$ cat src/rtl/tis_node_exec.sv
// rtl/tis_node_exec.sv - TIS-100 node execute stage with ACC/BAK and blocking neighbour ports
//
// Purpose: decodes the 21-bit instr_rom word, owns ACC and BAK, performs the
// saturating node arithmetic and the blocking valid/ready port transfers, and
// returns op/acc/jmp_off plus the pc_en completion strobe to instr_rom.
//
// Ports:
//   clk        system clock, all state on posedge
//   reset      synchronous active-low reset
//   instr      {opcode[20:17], src[16:14], dst[13:11], imm[10:0]}
//   pc_en      instruction-complete strobe (instr_rom clk_en)
//   op         opcode field of instr
//   acc        current ACC value (signed)
//   jmp_off    jump offset: imm for JMP..JLZ, source operand for JRO, else 0
//   in_data    neighbour input data, direction d at [d*ACC_W +: ACC_W]
//   in_valid   per-direction input valid (0 LEFT, 1 RIGHT, 2 UP, 3 DOWN)
//   in_ready   per-direction input ready, one-hot while reading a port
//   out_data   outgoing port data, shared by all directions
//   out_valid  per-direction output valid, one-hot while writing a port
//   out_ready  per-direction output ready
module tis_node_exec #(
  parameter int ACC_W   = 11,
  parameter int ACC_MAX = 999
) (
  input  logic                    clk,
  input  logic                    reset,
  input  logic [20:0]             instr,
  output logic                    pc_en,
  output logic [3:0]              op,
  output logic signed [ACC_W-1:0] acc,
  output logic signed [ACC_W-1:0] jmp_off,
  input  logic [4*ACC_W-1:0]      in_data,
  input  logic [3:0]              in_valid,
  output logic [3:0]              in_ready,
  output logic signed [ACC_W-1:0] out_data,
  output logic [3:0]              out_valid,
  input  logic [3:0]              out_ready
);

  localparam logic [0:0] S_EXEC  = 1'b0;
  localparam logic [0:0] S_WRITE = 1'b1;

  localparam logic [3:0] OP_MOV = 4'd1;
  localparam logic [3:0] OP_SWP = 4'd2;
  localparam logic [3:0] OP_SAV = 4'd3;
  localparam logic [3:0] OP_ADD = 4'd4;
  localparam logic [3:0] OP_SUB = 4'd5;
  localparam logic [3:0] OP_NEG = 4'd6;
  localparam logic [3:0] OP_JMP = 4'd7;
  localparam logic [3:0] OP_JLZ = 4'd11;
  localparam logic [3:0] OP_JRO = 4'd12;

  localparam logic signed [ACC_W:0] SAT_HI = (ACC_W+1)'(ACC_MAX);
  localparam logic signed [ACC_W:0] SAT_LO = -SAT_HI;

  logic [0:0]              r_state;
  logic signed [ACC_W-1:0] r_acc;
  logic signed [ACC_W-1:0] r_bak;
  logic signed [ACC_W-1:0] r_hold;

  logic [3:0]              w_op;
  logic [2:0]              w_src;
  logic [2:0]              w_dst;
  logic signed [ACC_W-1:0] w_imm;
  logic signed [ACC_W-1:0] w_operand;
  logic                    w_uses_src;
  logic                    w_src_port;
  logic [1:0]              w_src_idx;
  logic                    w_dst_port;
  logic [1:0]              w_dst_idx;
  logic                    w_operand_ok;
  logic                    w_mov_port;
  logic signed [ACC_W:0]   w_acc_x;
  logic signed [ACC_W:0]   w_opnd_x;

  // Clamp a one-bit-wider intermediate back into [-ACC_MAX, ACC_MAX].
  function automatic logic signed [ACC_W-1:0] sat(input logic signed [ACC_W:0] v);
    logic signed [ACC_W:0] c;
    if (v > SAT_HI)      c = SAT_HI;
    else if (v < SAT_LO) c = SAT_LO;
    else                 c = v;
    return c[ACC_W-1:0];
  endfunction

  assign w_op  = instr[20:17];
  assign w_src = instr[16:14];
  assign w_dst = instr[13:11];
  assign w_imm = ACC_W'($signed(instr[10:0]));

  assign w_uses_src = (w_op == OP_MOV) || (w_op == OP_ADD) ||
                      (w_op == OP_SUB) || (w_op == OP_JRO);

  // Source decode: port sources only count for opcodes that read src, so
  // e.g. a NOP with a port src field never asserts in_ready or stalls.
  always_comb begin
    w_src_port = 1'b0;
    w_src_idx  = 2'd0;
    w_operand  = '0;
    case (w_src)
      3'd0:    w_operand = w_imm;
      3'd1:    w_operand = r_acc;
      3'd3:    begin w_src_port = 1'b1; w_src_idx = 2'd0; end
      3'd4:    begin w_src_port = 1'b1; w_src_idx = 2'd1; end
      3'd5:    begin w_src_port = 1'b1; w_src_idx = 2'd2; end
      3'd6:    begin w_src_port = 1'b1; w_src_idx = 2'd3; end
      default: ;
    endcase
    if (w_src_port) w_operand = in_data[w_src_idx*ACC_W +: ACC_W];
    if (!w_uses_src) w_src_port = 1'b0;
  end

  always_comb begin
    w_dst_port = 1'b0;
    w_dst_idx  = 2'd0;
    case (w_dst)
      3'd2:    begin w_dst_port = 1'b1; w_dst_idx = 2'd0; end
      3'd3:    begin w_dst_port = 1'b1; w_dst_idx = 2'd1; end
      3'd4:    begin w_dst_port = 1'b1; w_dst_idx = 2'd2; end
      3'd5:    begin w_dst_port = 1'b1; w_dst_idx = 2'd3; end
      default: ;
    endcase
  end

  assign w_operand_ok = !w_src_port || in_valid[w_src_idx];
  assign w_mov_port   = (w_op == OP_MOV) && w_dst_port;
  assign w_acc_x      = {r_acc[ACC_W-1], r_acc};
  assign w_opnd_x     = {w_operand[ACC_W-1], w_operand};

  always_comb begin
    in_ready = 4'b0000;
    if (reset && (r_state == S_EXEC) && w_src_port) in_ready[w_src_idx] = 1'b1;
  end

  always_comb begin
    out_valid = 4'b0000;
    if (reset && (r_state == S_WRITE)) out_valid[w_dst_idx] = 1'b1;
  end

  // instr is held stable during WRITE because pc_en stays low, so the dst
  // decode remains valid for the whole write handshake.
  always_comb begin
    pc_en = 1'b0;
    if (reset) begin
      if (r_state == S_EXEC) pc_en = w_operand_ok && !w_mov_port;
      else                   pc_en = out_ready[w_dst_idx];
    end
  end

  always_comb begin
    jmp_off = '0;
    if ((w_op >= OP_JMP) && (w_op <= OP_JLZ)) jmp_off = w_imm;
    else if (w_op == OP_JRO)                  jmp_off = w_operand;
  end

  assign op       = w_op;
  assign acc      = r_acc;
  assign out_data = r_hold;

  always_ff @(posedge clk) begin
    if (!reset) begin
      r_state <= S_EXEC;
      r_acc   <= '0;
      r_bak   <= '0;
      r_hold  <= '0;
    end else if (r_state == S_EXEC) begin
      if (w_operand_ok) begin
        if (w_mov_port) begin
          // Port destination: latch the value, finish in WRITE.
          r_hold  <= w_operand;
          r_state <= S_WRITE;
        end else begin
          case (w_op)
            OP_MOV:  if (w_dst == 3'd0) r_acc <= sat(w_opnd_x);
            OP_SWP:  begin r_acc <= r_bak; r_bak <= r_acc; end
            OP_SAV:  r_bak <= r_acc;
            OP_ADD:  r_acc <= sat(w_acc_x + w_opnd_x);
            OP_SUB:  r_acc <= sat(w_acc_x - w_opnd_x);
            OP_NEG:  r_acc <= -r_acc;
            default: ;
          endcase
        end
      end
    end else begin
      if (out_ready[w_dst_idx]) r_state <= S_EXEC;
    end
  end

endmodule
$ cat config.mk
export PLATFORM = sky130hd
export DESIGN_NAME = tis_node_exec
export DESIGN_NICKNAME = d
export VERILOG_FILES = /design/src/rtl/tis_node_exec.sv
export SDC_FILE = /design/constraint.sdc
export NUM_CORES = 1
export LEC_CHECK = 0
export ABC_AREA = 1
export BUFFER_PORTS_ARGS = -buffer_cell sky130_fd_sc_hd__buf_2
export CAP_MARGIN = 20
export CORE_MARGIN = 1
export CORE_UTILIZATION = 35
export DETAILED_ROUTE_END_ITERATION = 12
export GPL_TIMING_DRIVEN = 0
export PLACE_DENSITY = 0.58
export SYNTH_ARGS = -nofsm -noshare
export SYNTH_HDL_FRONTEND = slang
export SYNTH_SLANG_ARGS = --single-unit
$ cat constraint.sdc
create_clock -name clk -period 4.3 [get_ports clk]
set_input_delay 0.43 -clock clk [delete_from_list [all_inputs] [get_ports clk]]
set_output_delay 0.43 -clock clk [all_outputs]
set_load 0.005 [all_outputs]
==> key figures, run 1 <==
Synth
  • Ranking of synthesized cells by area: dfxtp_1, nand2_1, inv_1
  • Most frequent cell after synthesis: nand2_1
  • Async SR Flop Fraction: 0
  • Netlist cell types: 49
  • Top post-synthesis cells by count: nand2_1, inv_1, nor2_1
  • Yosys top cell by area: dfxtp_1
  • Register area share after synthesis: 0.160
  • Cells after synthesis: a little over 700
  • Synth Flop Type: dfxtp_1
  • Mapped Nets: 820
  • Mapped cell area: 0.00425 mm^2
  • Number of flops mapped to enable cells by yosys: 0
  • Synthesis-stage register bit count: 34
  • Mean Syn Cell Area: slightly below 6 um^2
  • Synth warn: 0
  • Yosys top cell area share: 0.160

Route
  • DR iter-0 viols: ~320
  • Final wirelength: 16.5 mm
  • DRC: 1
  • Drt via density: 5.41
  • Routed length per instance: approximately 17 um
  • Final antenna-violating net count: 0
  • First-pass detailed-route iteration total: 9
  • Vias post-DR: ~5300

Layout
  • Multi-input gate area: around 0.003 mm^2
  • Share of cells above drive strength 1: 0.231
  • Ant. Diodes: 0
  • Nets: 946
  • FF+latch area: 681 um^2
  • P&R area growth vs syn: 22.3%
  • Fill count: about 1300
  • Final Cell Area: a little over 0.005 mm^2

Timing
  • Worst-Margin Slew: approximately 0.74 ns
  • Min setup slack post-route: about 0.4 ns
  • Final min period: a little under 4 ns
  • Unrepaired setup endpoints after global routing: false
  • Max Fclk: between 0.2 and 0.3 GHz
  • Max-slew violations: 0
  • Period utilisation layout: 0.908
  • Setup-failing EPs final: 0
  • Worst clock skew: approximately 0.0077 ns
  • Final hold vios: 0
  • TNS Setup: 0 ns
  • Relative slew slack: 0.506
  • Hold slack: between 0.4 and 0.5 ns

Pwr
  • Leak: 0.00275 uW
  • Power per standard cell area: between 200 and 300 mW/mm^2
  • Max rail drop VDD: 0.139 mV

Worst setup path
  • Critical path's largest stage delay: 0.33 ns
  • Crit Path Max Fanout: 10
  • Worst path required time: ~4.5 ns
  • Slowest-stage cell, CP: a21oi_1
  • CP endpoint kind: register
  • CP Launch Type: input port
  • Worst EP arrival: roughly 4.1 ns
  • Crit path top cell by count: nand2_1
  • WS Path Type: in2reg

Clock network
  • Total setup buffers inserted after CTS: 0
  • Post-CTS Hold Buffers: 0
  • Num CTS Buffers: 5
  • H-tree depth: 2
  • CTS tree: done
  • Worst-case clock buffer depth: 2
  • CTS sink cnt: 34
  • Worst-Skew Late Latency: 0.29 ns
  • Clk slew on worst S/H paths: 0.06 ns
  • CTS Root Cell: clkbuf_16

Placed design
  • Port Buffers: between 100 and 150
  • Worst slack, placed: -0.0206 ns
  • GP Congestion: 0.924
  • DP HPWL: 13.8 mm
  • Post-Place Cell Area: ~0.005 mm^2

Flow run
  • # Max-Cap Violations: 0

Die
  • # IOs: 121
  • Die Span Y: between 100 and 150 um
  • Num rows: 39
  • Initial Util: 0.366
  • Die Width: between 100 and 150 um
  • CORE AREA: approximately 0.012 mm^2
  • DIE AREA: 0.0126 mm^2

Run status
  • Failing checks: design-rule violations
  • Outcome: complete, but fails checks

Global routing
  • Total track usage: 0.263
  • Initial antenna violation count: 0
  • Global-route wire length before repair: approximately 26 mm
  • Pin count of the biggest net entering global routing: 13
  • Vias in the first global route: roughly 5200
  • Remaining global-route overflow: 0

Worst hold path
  • Hold/Removal Path Class: reg2reg
-- final timing paths --
path,from,end,slack [ns],cells after the start
hold reg to reg,r_bak[10],r_bak[10],0.45,2
hold / removal,r_bak[10],r_bak[10],0.45,2
setup reg to reg,acc[8],acc[2],0.61,19
setup / recovery,instr[14],acc[1],0.39,27
-- power by group --
part	leakage, uW	internal, uW	switching (uW)
Sequential	0.000277	332	31.0
Clock	0.0000698	215	154
Combinational	0.00241	270	540
-- cell type report --
cell class	count	share of cell area
clock inverter	3	0.00409
timing repair buffer	119	0.115
tap	143	0.0344
sequential	34	0.131
inverter	124	0.0922
clock buffer	5	0.0241
buffer	23	0.0241
multi-input combinational	537	0.575
-- logic make-up after synthesis --
group                    synth area share
adder cells (fa/ha/maj)            0.0812
AO/OA/AOI/OAI                       0.251
AND/OR/NAND/NOR                     0.346
XOR/XNOR                           0.0224
buffers and inverters               0.139
flip-flops                          0.160
-- worst max-delay path, delay by kind of cell --
kind	cells	cell delay (ns)
fa+ha+maj	1	0.26
compound gates	7	1.21
simple gates	12	1.26
buf+inv	7	0.95
-- cells in the final DEF (no fill, tap or decap), types with 4 or more instances in the layout --
cell,instances
a31oi_1,4
nor3_1,15
inv_2,8
nand2_2,22
clkbuf_1,9
nand2_1,143
a221oi_1,5
o21ai_0,49
a21oi_1,59
nand3_2,7
buf_4,5
o221ai_1,11
xor2_1,8
a21oi_2,4
nand3_1,43
o22ai_1,23
buf_2,126
nor2_1,65
ha_1,26
nand4_1,11
dfxtp_1,34
clkbuf_16,5
inv_1,114
-- metrics by stage --
step,power [uW],utilization,instances
floorplan,913,-,718
global placement,1160,0.433,980
detailed placement,1160,0.433,980
CTS,1530,0.445,988
global route,1660,0.447,988
finish,1540,0.447,988
-- routing by layer --
layer,wire length [um],global-route usage,vias up,part of all wire
met5,0,0,-,0
met4,318,0.0756,0,0.019
met3,948,0.0383,25,0.058
met2,7920,0.465,210,0.48
met1,7290,0.332,2457,0.44
li1,-,-,2649,-
-- sequential cells by signal, indices dropped and copies added, names as in the netlist --
| name | count |
|---|---|
| acc | 11 |
| out_data | 11 |
| r_bak | 11 |
| r_state | 1 |
-- what timing repair did --
action,4_1_cts,5_1_grt
gates resized for setup,0,7
endpoints found under the setup margin,0,10
hold endpoints to repair,0,0
No activity file was read; power rests on OpenSTA's default activity.
==> inputs of run 2 (changes only) <==
- PLACE_DENSITY: 0.58 -> 0.61
- SKIP_CTS_REPAIR_TIMING: default -> 1
- clock period: 4.3 -> 3.3 ns (I/O delays scaled with it)
==> run 2 against run 1 <==
  * The flow finishes with violations (negative setup slack)
  * Critical path depth did not move
  * Total power rose by 61%
  * Worst setup slack lost 0.47 ns
  * Cell count is 4.8% higher
  * Die area unchanged
  * Clock power is 67% higher
  * Sequential share of layout area shrank 1.9 points
  * First-iteration DRC count up 6.8%
  * Largest power group unchanged
==> key figures, run 2 (synthesis results as in run 1) <==
Run status
  • Outcome: complete, but fails checks
  • Failing checks: negative setup slack

Layout
  • Nets: about 990
  • Most common library cell in the layout ignoring fill and taps: nand2_1
  • Ant. Diodes: 0
  • P&R area growth vs syn: 44.9%
  • Share of cells above drive strength 1: 0.374
  • Final core occ: 0.530
  • Most frequent cells in the layout: nand2_1, buf_2, inv_1

Die
  • # IOs: ~120
  • Num rows: 39
  • Die Span Y: approximately 110 um
  • Die Width: 112 um
  • DIE AREA: 0.0126 mm^2
  • CORE AREA: approximately 0.012 mm^2
  • Initial Util: 0.366

Pwr
  • Clock power share: 0.248
  • Sw frac: 0.434
  • Power per standard cell area: 404 mW/mm^2
  • Max rail drop VDD: about 0.24 mV
  • Cell-internal power: about 1400 uW
  • Comb pwr share: 0.559
  • Flop pwr share: 0.193
  • Psw: around 1100 uW
  • Leak: just over 0.003 uW

Worst hold path
  • Hold/Removal Path Class: in2reg
  • WHS Path Cells: 3
  • Hold endpoint: acc[0]
  • Hold_sp: reset

Timing
  • Hold slack: about 0.45 ns
  • Worst clock skew: roughly 0.0080 ns
  • Final hold vios: 0
  • TNS Setup: -0.346 ns
  • Unrepaired setup endpoints after global routing: true
  • Period utilisation layout: 1.02
  • Setup-failing EPs final: 8
  • Max-slew violations: 0
  • Relative slew slack: 0.366
  • Min setup slack post-route: -0.0790 ns
  • Max Fclk: ~0.3 GHz
  • Worst-Margin Slew: around 0.95 ns
  • Final min period: about 3.4 ns

Placed design
  • DP HPWL: approximately 13 mm
  • GP Congestion: approximately 0.93
  • Worst slack, placed: -0.929 ns
  • Port Buffers: around 120

Global routing
  • Vias in the first global route: ~5000
  • Initial antenna violation count: 0
  • Total track usage: 0.254
  • Remaining global-route overflow: 0
  • Pin count of the biggest net entering global routing: 13
  • Global-route wire length before repair: 25.2 mm

Clock network
  • H-tree depth: 2
  • CTS Root Cell: clkbuf_16
  • Num CTS Buffers: 5
  • Worst-case clock buffer depth: 2
  • Clk slew on worst S/H paths: around 0.06 ns
  • CTS sink cnt: 34
  • Worst-Skew Late Latency: approximately 0.28 ns
  • CTS tree: done

Worst setup path
  • Reg-to-reg startpoint: acc[4]
  • Worst R2R End: acc[1]
  • Crit Path Max Fanout: 8
  • Worst path required time: roughly 3.4 ns
  • CP endpoint kind: register
  • Reg2reg path depth: 22
  • CP Launch Type: input port
  • Slowest-stage cell, CP: ha_4
  • WS Path Type: in2reg
  • Crit path top cell by count: nor2_1
  • Flop-to-flop setup slack: -0.01 ns
  • Critical path's largest stage delay: 0.27 ns
  • Top delay family on crit path: simple AND/OR/NAND/NOR gates
  • Worst EP arrival: 3.52 ns
  • Buf/Inv on CP: 7

Flow run
  • # Max-Cap Violations: 0

Route
  • Drt via density: about 5.4
  • Routed length per instance: between 15 and 20 um
  • Final wirelength: 17.4 mm
  • Vias post-DR: roughly 5600
  • DR iter-0 viols: ~340
  • DRC: 0
  • Final antenna-violating net count: 0
  • First-pass detailed-route iteration total: 5
run 2: power by group through the flow:
stage	Clock, uW	Combinational (uW)	Sequential (uW)
floorplan	0	724	466
global placement	0	1030	483
detailed placement	0	1030	483
CTS	623	1030	474
global route	641	1510	481
finish	616	1390	479
run 2: worst min-delay path, cell delays in order:
cell and delay [ns]:
buf_2 0.10, inv_1 0.13, a21oi_2 0.13
run 2: how the worst max path moves through the flow:
stage / end / from / slack (ns) / cells after the start
CTS: acc[2] / instr[15] / -0.70 / 24
global route: acc[7] / instr[14] / -0.27 / 26
global placement: acc[4] / instr[15] / -0.97 / 23
floorplan: acc[5] / instr[16] / 0.02 / 24
finish: acc[1] / instr[16] / -0.08 / 27
detailed placement: acc[0] / instr[15] / -0.93 / 24
run 2: metal layers:
metal / global-route usage / vias to the layer above / wire length [um]
li1: - / 2741 / -
met3: 0.0373 / 31 / 1010
met4: 0.0720 / 0 / 467
met1: 0.323 / 2576 / 7210
met2: 0.445 / 244 / 8700
met5: 0 / - / 0
run 2: layout make-up:
| type | count | area (um^2) |
|---|---|---|
| clock buffers | 5 | 125 |
| flip-flops and latches | 34 | 689 |
| clock inverters | 3 | 68.8 |
| fillers | 1188 | 5460 |
| repair buffers | 166 | 970 |
| inverters | 124 | 515 |
| plain buffers | 22 | 154 |
| repair inverters | 1 | 6.26 |
| well taps | 143 | 179 |
| multi-input cells | 537 | 3450 |
run 2: metrics by stage:
stage | instances | cell area [um^2] | power (uW)
2_1_floorplan | 718 | 4250 | 1190
3_3_place_gp | 980 | 5020 | 1510
3_5_place_dp | 980 | 5020 | 1510
4_1_cts | 988 | 5220 | 2130
5_1_grt | 1035 | 6160 | 2630
6_report | 1035 | 6160 | 2490
==> inputs of run 3 (changes only) <==
- PLACE_DENSITY: 0.61 -> default
- PLACE_DENSITY_LB_ADDON: default -> 0.3
==> run 3 against run 2 <==
  * The flow still finishes with violations (negative setup slack)
  * Fmax grew 2.1%
  * Count of clock-buffer cells in the layout is the same
  * Sequential cell count is the same
  * Register-to-register slack gained 0.05 ns
  * Critical path depth shrank 1
  * Sequential power is essentially flat
  * Utilization shrank 2.3 points
  * Critical endpoint is now acc[6]
==> key figures, run 3 (synthesis results as in run 1) <==
Placed design
  • DP HPWL: ~13 mm
  • GP Congestion: 0.941
  • Port Buffers: approximately 120
  • Post-Place Cell Area: around 0.0050 mm^2

Global routing
  • M2 GR Usage: 0.448
  • Met3 GRT Util: 0.0329
  • Global-route wire length before repair: between 20 and 30 mm
  • Total track usage: 0.251
  • Initial antenna violation count: 0
  • Gr busiest metal: met2
  • Pin count of the biggest net entering global routing: 13
  • Remaining global-route overflow: 0
  • Grt met1 use: 0.312
  • Vias in the first global route: about 5000

Die
  • CORE AREA: about 0.012 mm^2
  • Initial Util: 0.366
  • # IOs: roughly 120
  • Num rows: 39
  • DIE AREA: between 0.01 and 0.015 mm^2
  • Die Width: roughly 110 um
  • Die Span Y: 112 um

Run status
  • Failing checks: negative setup slack
  • Outcome: complete, but fails checks

Route
  • Final wirelength: 16.5 mm
  • Vias post-DR: ~5500
  • DR iter-0 viols: about 400
  • Routed length per instance: 16.2 um
  • First-pass detailed-route iteration total: 6
  • DRC: 0
  • Drt via density: 5.41
  • Final antenna-violating net count: 0

Timing
  • TNS Setup: -0.0132 ns
  • Max Fclk: around 0.30 GHz
  • Unrepaired setup endpoints after global routing: true
  • Relative slew slack: 0.459
  • Min setup slack post-route: -0.00991 ns
  • Final hold vios: 0
  • Worst-Margin Slew: between 0.8 and 0.9 ns
  • Period utilisation layout: 1.00
  • Worst clock skew: about 0.0051 ns
  • Final min period: about 3.3 ns
  • Setup-failing EPs final: 2
  • Max-slew violations: 0

Clock network
  • H-tree depth: 2
  • CTS sink cnt: 34
  • CTS tree: done
  • Clk slew on worst S/H paths: 0.06 ns
  • CTS Root Cell: clkbuf_16
  • Num CTS Buffers: 5
  • Worst-case clock buffer depth: 2
  • Worst-Skew Late Latency: ~0.28 ns

Worst hold path
  • WHS Path Cells: 2
  • Hold/Removal Path Class: reg2reg

Worst setup path
  • Crit Path Max Fanout: 7
  • Flop-to-flop setup slack: roughly 0.04 ns
  • Worst path required time: 3.44 ns
  • CP endpoint kind: register
  • WS Path Type: in2reg
  • Worst EP arrival: around 3.5 ns
  • Reg2reg path depth: 21
  • CP Launch Type: input port

Layout
  • Final Cell Area: approximately 0.006 mm^2
  • Fill count: 1197
  • Most frequent cells in the layout: nand2_1, buf_2, inv_1
  • Ant. Diodes: 0
  • Most common library cell in the layout ignoring fill and taps: nand2_1
  • Share of cells above drive strength 1: 0.347
  • Nets: 980
  • P&R area growth vs syn: 38.6%

Pwr
  • Max rail drop VDD: around 0.24 mV
  • Power per standard cell area: between 400 and 500 mW/mm^2
  • Leak: approximately 0.003 uW

Flow run
  • # Max-Cap Violations: 0
==> run 3: cell count changes in the layout (fill, tap and decap cells not counted), sizes merged <==
| cell | delta |
|---|---|
| clkinv | -1 |
| clkinvlp | +1 |
| clkbuf | -1 |
| buf | -12 |
==> run 3: area by class of cell <==
class | count | area [um^2] | share of cell area
plain buffers | 22 | 146 | 0.0248
flip-flops and latches | 34 | 692 | 0.117
clock inverters | 3 | 68.8 | 0.0117
well taps | 143 | 179 | 0.0304
repair inverters | 1 | 6.26 | 0.00106
inverters | 124 | 502 | 0.0852
multi-input cells | 537 | 3300 | 0.561
repair buffers | 153 | 870 | 0.148
clock buffers | 5 | 125 | 0.0212
==> run 3: per-layer routing <==
metal | share of wire | up-vias
met3 | 0.068 | 36
met1 | 0.41 | 2524
met4 | 0.030 | 0
li1 | - | 2718
met5 | 0 | -
met2 | 0.49 | 248
==> run 3: critical path, stage by stage <==
cell and delay, ns:
buf_12 0.12, inv_8 0.05, nand2_4 0.05, nor2_4 0.22, inv_8 0.06, o22a_1 0.17
o221ai_2 0.07, a21o_2 0.22, inv_4 0.06, ha_4 0.30, clkinvlp_4 0.15, buf_4 0.16
xor2_1 0.32, a21oi_1 0.08, nand2_1 0.09, nand3_1 0.10, nor2_1 0.11, nand3b_1 0.10
nand2_2 0.10, nand2_4 0.09, nand2_1 0.08, nand2_1 0.05, a21oi_1 0.12, nand3_1 0.10
nand2_1 0.09, a21oi_2 0.05
==> run 3: path summary, 6_finish.rpt <==
| path | from | end |
|---|---|---|
| worst min register to register | r_bak[8] | r_bak[8] |
| worst max register to register | acc[4] | acc[6] |
| worst min-delay path | r_bak[8] | r_bak[8] |
| worst max-delay path | instr[14] | acc[6] |
==> run 3: through the flow <==
stage	hold WS [ns]	std cells	power [uW]	setup slack (ns)	util
after global routing	0.475	1022	2520	-0.239	0.507
after CTS	0.453	988	2130	-0.603	0.449
after detailed placement	0.444	980	1500	-0.862	0.433
final	0.455	1022	2370	-0.00991	0.507
after floorplan	0.424	718	1190	0.0154	-
after global placement	0.443	980	1500	-0.854	0.433
==> run 3: where the power goes <==
part	switching [uW]	internal (uW)	total, uW
sequential	45.8	435	481
combinational	788	480	1270
clock	187	434	621
total	1020	1350	2370
